File: src/rtl/disparity_pkg.sv
// Shared types and constants for the disparity-path frame scheduler.
package disparity_pkg;

  typedef enum logic [2:0] {
    IDLE,
    ISSUE,
    WAIT_DONE,
    STALL,
    FLUSH
  } sched_state_t;

  localparam int unsigned DEF_BLK_W        = 16;
  localparam int unsigned DEF_BLK_H        = 16;
  localparam int unsigned DEF_FRAME_W      = 240;
  localparam int unsigned DEF_FRAME_H      = 160;
  localparam int unsigned DEF_SEARCH_BLK_W = 48;
  localparam int unsigned DEF_NUM_BUFS     = 2;

  localparam int unsigned blocks_per_row = DEF_FRAME_W / DEF_BLK_W;
  localparam int unsigned blocks_per_col = DEF_FRAME_H / DEF_BLK_H;

  // err_flags bit positions
  localparam int unsigned ERR_STRAY_DONE = 0;
  localparam int unsigned ERR_STRAY_READ = 1;

endpackage

File: src/rtl/band_credit_counter.sv
// Saturating occupancy counter for the downstream band buffers.
module band_credit_counter #(
  parameter int unsigned num_bufs = 2
) (
  input  logic                         clk,
  input  logic                         reset,
  input  logic                         inc,
  input  logic                         dec,
  output logic [$clog2(num_bufs+1)-1:0] count,
  output logic                         full
);

  localparam int unsigned CW = $clog2(num_bufs + 1);
  localparam logic [CW-1:0] MAX_CNT = CW'(num_bufs);

  logic [CW-1:0] count_q, count_d;

  // Next count: simultaneous inc/dec cancel, otherwise saturate at both ends
  always_comb begin
    count_d = count_q;
    if (inc && !dec) begin
      if (count_q != MAX_CNT) count_d = count_q + CW'(1);
    end else if (dec && !inc) begin
      if (count_q != '0) count_d = count_q - CW'(1);
    end
  end

  // Count register
  always_ff @(posedge clk or posedge reset) begin
    if (reset) count_q <= '0;
    else       count_q <= count_d;
  end

  assign count = count_q;
  assign full  = (count_q == MAX_CNT);

endmodule

File: src/rtl/blk_match_scheduler.sv
// Raster-order block-match request sequencer with band-buffer flow control.
module blk_match_scheduler
  import disparity_pkg::*;
#(
  parameter int unsigned blk_w        = DEF_BLK_W,
  parameter int unsigned blk_h        = DEF_BLK_H,
  parameter int unsigned frame_w      = DEF_FRAME_W,
  parameter int unsigned frame_h      = DEF_FRAME_H,
  parameter int unsigned search_blk_w = DEF_SEARCH_BLK_W,
  parameter int unsigned num_bufs     = DEF_NUM_BUFS
) (
  input  logic                          clk,
  input  logic                          reset,
  input  logic                          frame_start,
  output logic                          blk_req_valid,
  input  logic                          blk_req_ready,
  output logic [$clog2(frame_w)-1:0]    blk_req_x,
  output logic [$clog2(frame_h)-1:0]    blk_req_y,
  output logic [$clog2(frame_w)-1:0]    blk_req_search_x,
  input  logic                          blk_done,
  input  logic                          band_read_done,
  output logic                          busy,
  output logic                          frame_done,
  output logic [$clog2(num_bufs+1)-1:0] bands_pending,
  output logic [1:0]                    err_flags
);

  localparam int unsigned XW = $clog2(frame_w);
  localparam int unsigned YW = $clog2(frame_h);
  localparam int unsigned CW = $clog2(num_bufs + 1);

  localparam logic [XW-1:0] X_LAST  = XW'(frame_w - blk_w);
  localparam logic [YW-1:0] Y_LAST  = YW'(frame_h - blk_h);
  localparam logic [XW-1:0] X_STEP  = XW'(blk_w);
  localparam logic [YW-1:0] Y_STEP  = YW'(blk_h);
  localparam logic [XW-1:0] SX_MAX  = XW'(frame_w - search_blk_w);
  localparam logic [CW-1:0] CNT_MAX = CW'(num_bufs);

  sched_state_t  state_q, state_d;
  logic [XW-1:0] x_q, x_d;
  logic [YW-1:0] y_q, y_d;
  logic          valid_q, busy_q, done_q, done_d;
  logic [1:0]    err_q, err_d;

  logic          inc, dec, last_col, last_row, cnt_full;
  logic [CW-1:0] cnt, occ_after;

  band_credit_counter #(
    .num_bufs(num_bufs)
  ) u_credit (
    .clk  (clk),
    .reset(reset),
    .inc  (inc),
    .dec  (dec),
    .count(cnt),
    .full (cnt_full)
  );

  // Next state, coordinate advance, counter strobes and sticky errors
  always_comb begin
    state_d  = state_q;
    x_d      = x_q;
    y_d      = y_q;
    done_d   = 1'b0;
    inc      = 1'b0;
    err_d    = err_q;
    last_col = (x_q == X_LAST);
    last_row = (y_q == Y_LAST);
    dec      = band_read_done && (cnt != '0);
    // Occupancy as it will be after this cycle's band-complete increment
    occ_after = dec ? cnt : cnt + CW'(1);

    if (blk_done && (state_q != WAIT_DONE)) err_d[ERR_STRAY_DONE] = 1'b1;
    if (band_read_done && (cnt == '0))      err_d[ERR_STRAY_READ] = 1'b1;

    unique case (state_q)
      IDLE: begin
        if (frame_start) begin
          x_d     = '0;
          y_d     = '0;
          state_d = ISSUE;
        end
      end
      ISSUE: begin
        if (blk_req_ready) state_d = WAIT_DONE;
      end
      WAIT_DONE: begin
        if (blk_done) begin
          if (last_col) begin
            x_d = '0;
            y_d = y_q + Y_STEP;
            inc = 1'b1;
          end else begin
            x_d = x_q + X_STEP;
          end
          if (last_col && last_row)                 state_d = FLUSH;
          else if (last_col && occ_after == CNT_MAX) state_d = STALL;
          else                                      state_d = ISSUE;
        end
      end
      STALL: begin
        // Look at the decrement strobe so a read-done releases issue next cycle
        if (!cnt_full || dec) state_d = ISSUE;
      end
      FLUSH: begin
        if (cnt == '0) begin
          state_d = IDLE;
          done_d  = 1'b1;
        end
      end
      default: state_d = IDLE;
    endcase
  end

  // State, coordinates and registered outputs
  always_ff @(posedge clk or posedge reset) begin
    if (reset) begin
      state_q <= IDLE;
      x_q     <= '0;
      y_q     <= '0;
      valid_q <= 1'b0;
      busy_q  <= 1'b0;
      done_q  <= 1'b0;
      err_q   <= '0;
    end else begin
      state_q <= state_d;
      x_q     <= x_d;
      y_q     <= y_d;
      valid_q <= (state_d == ISSUE);
      busy_q  <= (state_d != IDLE);
      done_q  <= done_d;
      err_q   <= err_d;
    end
  end

  assign blk_req_valid    = valid_q;
  assign blk_req_x        = x_q;
  assign blk_req_y        = y_q;
  assign blk_req_search_x = (x_q < SX_MAX) ? x_q : SX_MAX;
  assign busy             = busy_q;
  assign frame_done       = done_q;
  assign bands_pending    = cnt;
  assign err_flags        = err_q;

endmodule

File: config.mk
export PLATFORM = sky130hd
export DESIGN_NAME = blk_match_scheduler
export DESIGN_NICKNAME = d
export VERILOG_FILES = /design/src/rtl/disparity_pkg.sv /design/src/rtl/band_credit_counter.sv /design/src/rtl/blk_match_scheduler.sv
export SDC_FILE = /design/constraint.sdc
export NUM_CORES = 1
export LEC_CHECK = 0
export ABC_AREA = 1
export ABC_CLOCK_PERIOD_IN_PS = 2100
export BUFFER_PORTS_ARGS = -buffer_cell sky130_fd_sc_hd__buf_2
export CAP_MARGIN = 15
export CORE_MARGIN = 10
export CORE_UTILIZATION = 51
export DETAILED_ROUTE_END_ITERATION = 16
export PLACE_DENSITY = 0.79
export SLEW_MARGIN = 30
export SYNTH_ARGS = -nofsm -noshare
export SYNTH_HDL_FRONTEND = slang
export SYNTH_SLANG_ARGS = --single-unit
File: constraint.sdc
create_clock -name clk -period 2.1 [get_ports clk]
set_clock_uncertainty 0.15 [all_clocks]
set_input_delay 0.42 -clock clk [delete_from_list [all_inputs] [get_ports clk]]
set_output_delay 0.42 -clock clk [all_outputs]
set_load 0.03 [all_outputs]
==> reports/results.tsv <==
stage	metric	value	unit
status	outcome	complete, no violations	
routing	vias_per_cell	5.14	
worst_setup_path	arrival	1.83	ns
worst_setup_path	cp-end-kind	register	
sta	fmax	557	MHz
logic_synthesis	yosysMostFrequentCell	nand2_1	
power_and_ir_drop	p_per_area	967	nW/um^2
logic_synthesis	synthArstFlopShare	100	%
logic_synthesis	synth.distinct_cells	25	
worst_setup_path	crit_top_cell	nand2_1	
clock_tree	cts_inserted_buffers	3	
floorplan	fp-row-count	17	
worst_setup_path	r2r_start	u_credit.count[0]	
worst_setup_path	critPathMaxStageDelay	0.41	ns
logic_synthesis	ys_ff_latch	18	
sta	hold_viol_final	0	
clock_tree	clkLatencyLatePin	0.29	ns
sta	tightestPinTransition	0.682	ns
sta	fin_crit_sh	85.5	%
floorplan	start_util	54.6	%
clock_tree	cts_buffer_depth	2	
logic_synthesis	synth_top_area_share	36.6	%
logic_synthesis	ys_top_cells_by_count	46 x nand2_1, 25 x inv_1, 18 x dfrtp_1	
clock_tree	hold_buffers	0	
worst_setup_path	crit_chain	inv_1 > ha_1 > inv_1 > nand2_1 > nand2_1 > nand2_1 > nand2_1 > nand2_1 > nor2_1 > nand3_1	
logic_synthesis	synth_area_leaders	dfrtp_1 37%, nand2_1 14%, buf_4 7.9%, inv_1 7.6%, ha_1 6.1%	
global_routing	grt_pass1_wl	4.75	mm
sta	period_minus_slack	1.80	ns
worst_setup_path	path_depth	10	
power_and_ir_drop	peakVddDrop	642	uV
clock_tree	cts.reportedPaths.clkPinSlew	0.10	ns
clock_tree	cts_htree_levels	1	
power_and_ir_drop	power	1.31	mW
global_routing	grt_pass1_vias	1148	
sta	setup_viol	0	
floorplan	die_h	69.1	um
clock_tree	ctsResizeCount	0	
logic_synthesis	synth-edff-count	0	
sta	slew_viol_final	0	
worst_setup_path	reg2reg_to	busy	
worst_setup_path	rr_worst_depth	10	
placed_design	gp_congestion	0.849	
worst_setup_path	cp_num_buf_inv	2	
global_routing	grt_util_all_layers	11.6	%
clock_tree	cts_tree	built	
routing	drt_iter0_drc	45	
worst_setup_path	crit_family	simple AND/OR/NAND/NOR gates	
global_routing	grt_max_degree	19	
finish	antenna-diode-count	0	
routing	antenna_left	0	
logic_synthesis	yosysWarnings	0	
routing	drc	0	
clock_tree	root_buffer	clkbuf_4	
logic_synthesis	syn_inst	166	
logic_synthesis	synth_ff_type	dfrtp_1	
worst_setup_path	slowest_stage	dfrtp_1	
finish	post-route-util	60.2	%
floorplan	io_pins	37	
power_and_ir_drop	p_leak	0.780	nW
clock_tree	post_cts_buffers	0	
clock_tree	cts.sinks	18	
routing	wirelength	2.88	mm
finish	nets	203	
logic_synthesis	synth_area	1230	um^2
finish	drive_above_1_share	21.1	%
routing	wl_per_cell	13.2	um
worst_setup_path	cp_max_fo	5	
floorplan	die_area	4780	um^2
worst_setup_path	crit_type	register to register	
logic_synthesis	ys_seq_area_share	36.6	%
placed_design	numPortBuffers	24	
logic_synthesis	synth_area_leader_cell	dfrtp_1	
global_routing	antenna_found_initial	0	
flow_run	maxCapViolations	0	
floorplan	core	2250	um^2
worst_setup_path	worstPathRequired	2.13	ns
sta	rsz0062_at_grt	false	
placed_design	dp.final_hpwl	2.17	mm
sta	setup_tns	0	ns
routing	first_pass_iters	4	
global_routing	grt_overflow	0	
worst_setup_path	critPathLaunchType	register	
finish	synthToLayoutAreaGrowth	10.4	%
routing	via_count	1121	
logic_synthesis	syn_avg_cell_area	7.41	um^2
worst_setup_path	r2r_setup_slack	0.30	ns
sta	max_slew_margin	54.5	%
worst_hold_path	hp-class	primary input to async pin	
floorplan	fp.dieW	69.1	um
[through the flow]
step                      instances  instance area [um^2]  hold WS (ns)  setup WS, ns
after floorplan                 177                  1270         0.209         0.390
after global placement          214                  1320         0.303         0.458
after detailed placement        214                  1320         0.315         0.384
after CTS                       218                  1360        0.0822         0.285
after global routing            218                  1360         0.146         0.167
final                           218                  1360        0.0571         0.304
[layout make-up]
type	count	area (um^2)
Multi-Input combinational cell	117	614
Inverter	27	101
Tap cell	28	35.0
Fill cell	204	897
Sequential cell	18	450
Clock buffer	4	36.3
Timing Repair Buffer	24	120
[per-layer routing]
| layer | vias to the layer above | global-route usage (%) | share of wire [%] |
|---|---|---|---|
| met4 | 0 | 7.76 | 5.0 |
| met3 | 17 | 4.42 | 8.5 |
| met2 | 49 | 19.7 | 49 |
| met1 | 520 | 11.4 | 38 |
| li1 | 535 | - | - |
| met5 | - | 0 | 0 |
[where the power goes]
part | internal [mW] | leakage (nW) | switching (mW)
clock | 0.106 | 0.0210 | 0.110
sequential | 0.412 | 0.232 | 0.0610
combinational | 0.169 | 0.527 | 0.456
total | 0.686 | 0.780 | 0.627
[logic make-up (layout without fill, tap and decap cells)]
logic type / Yosys count / in the layout / synth area share [%]
flops: 18 / 18 / 36.6
xor+xnor: 2 / 2 / 1.42
mux: 1 / 1 / 0.814
fa+ha+maj: 6 / 6 / 6.10
simple gates: 90 / 90 / 34.4
compound gates: 6 / 6 / 3.56
other cells: 1 / 12 / 0.305
buf+inv: 42 / 55 / 16.8
[state kept, by name, indices dropped and copies added, names as in the netlist]
signal and cells:
frame_done 1, busy 1, blk_req_x 4, blk_req_y 4, blk_req_valid 1, u_credit.count 2, state_q 3, err_flags 2
[how the worst max path moves through the flow]
stage / startpoint / endpoint / slack, ns
after floorplan: u_credit.count[0] / blk_req_valid / 0.39
after global placement: u_credit.count[0] / busy / 0.46
after detailed placement: u_credit.count[0] / busy / 0.38
after CTS: blk_req_x[6] / blk_req_search_x[5] / 0.29
after global routing: blk_req_x[6] / blk_req_search_x[4] / 0.17
final: u_credit.count[0] / busy / 0.30
[placed cells by master, fill, tap and decap left out, types with 2 or more instances in the layout]
cell type / count
buf_2: 24
clkbuf_4: 3
conb_1: 12
dfrtp_1: 18
ha_1: 6
inv_1: 25
inv_2: 2
nand2_1: 46
nand2_2: 4
nand3_1: 15
nand4_1: 3
nor2_1: 15
nor3_1: 2
o21ai_1: 2
o21bai_1: 2
Note: power is estimated with default switching activity, not from simulation.
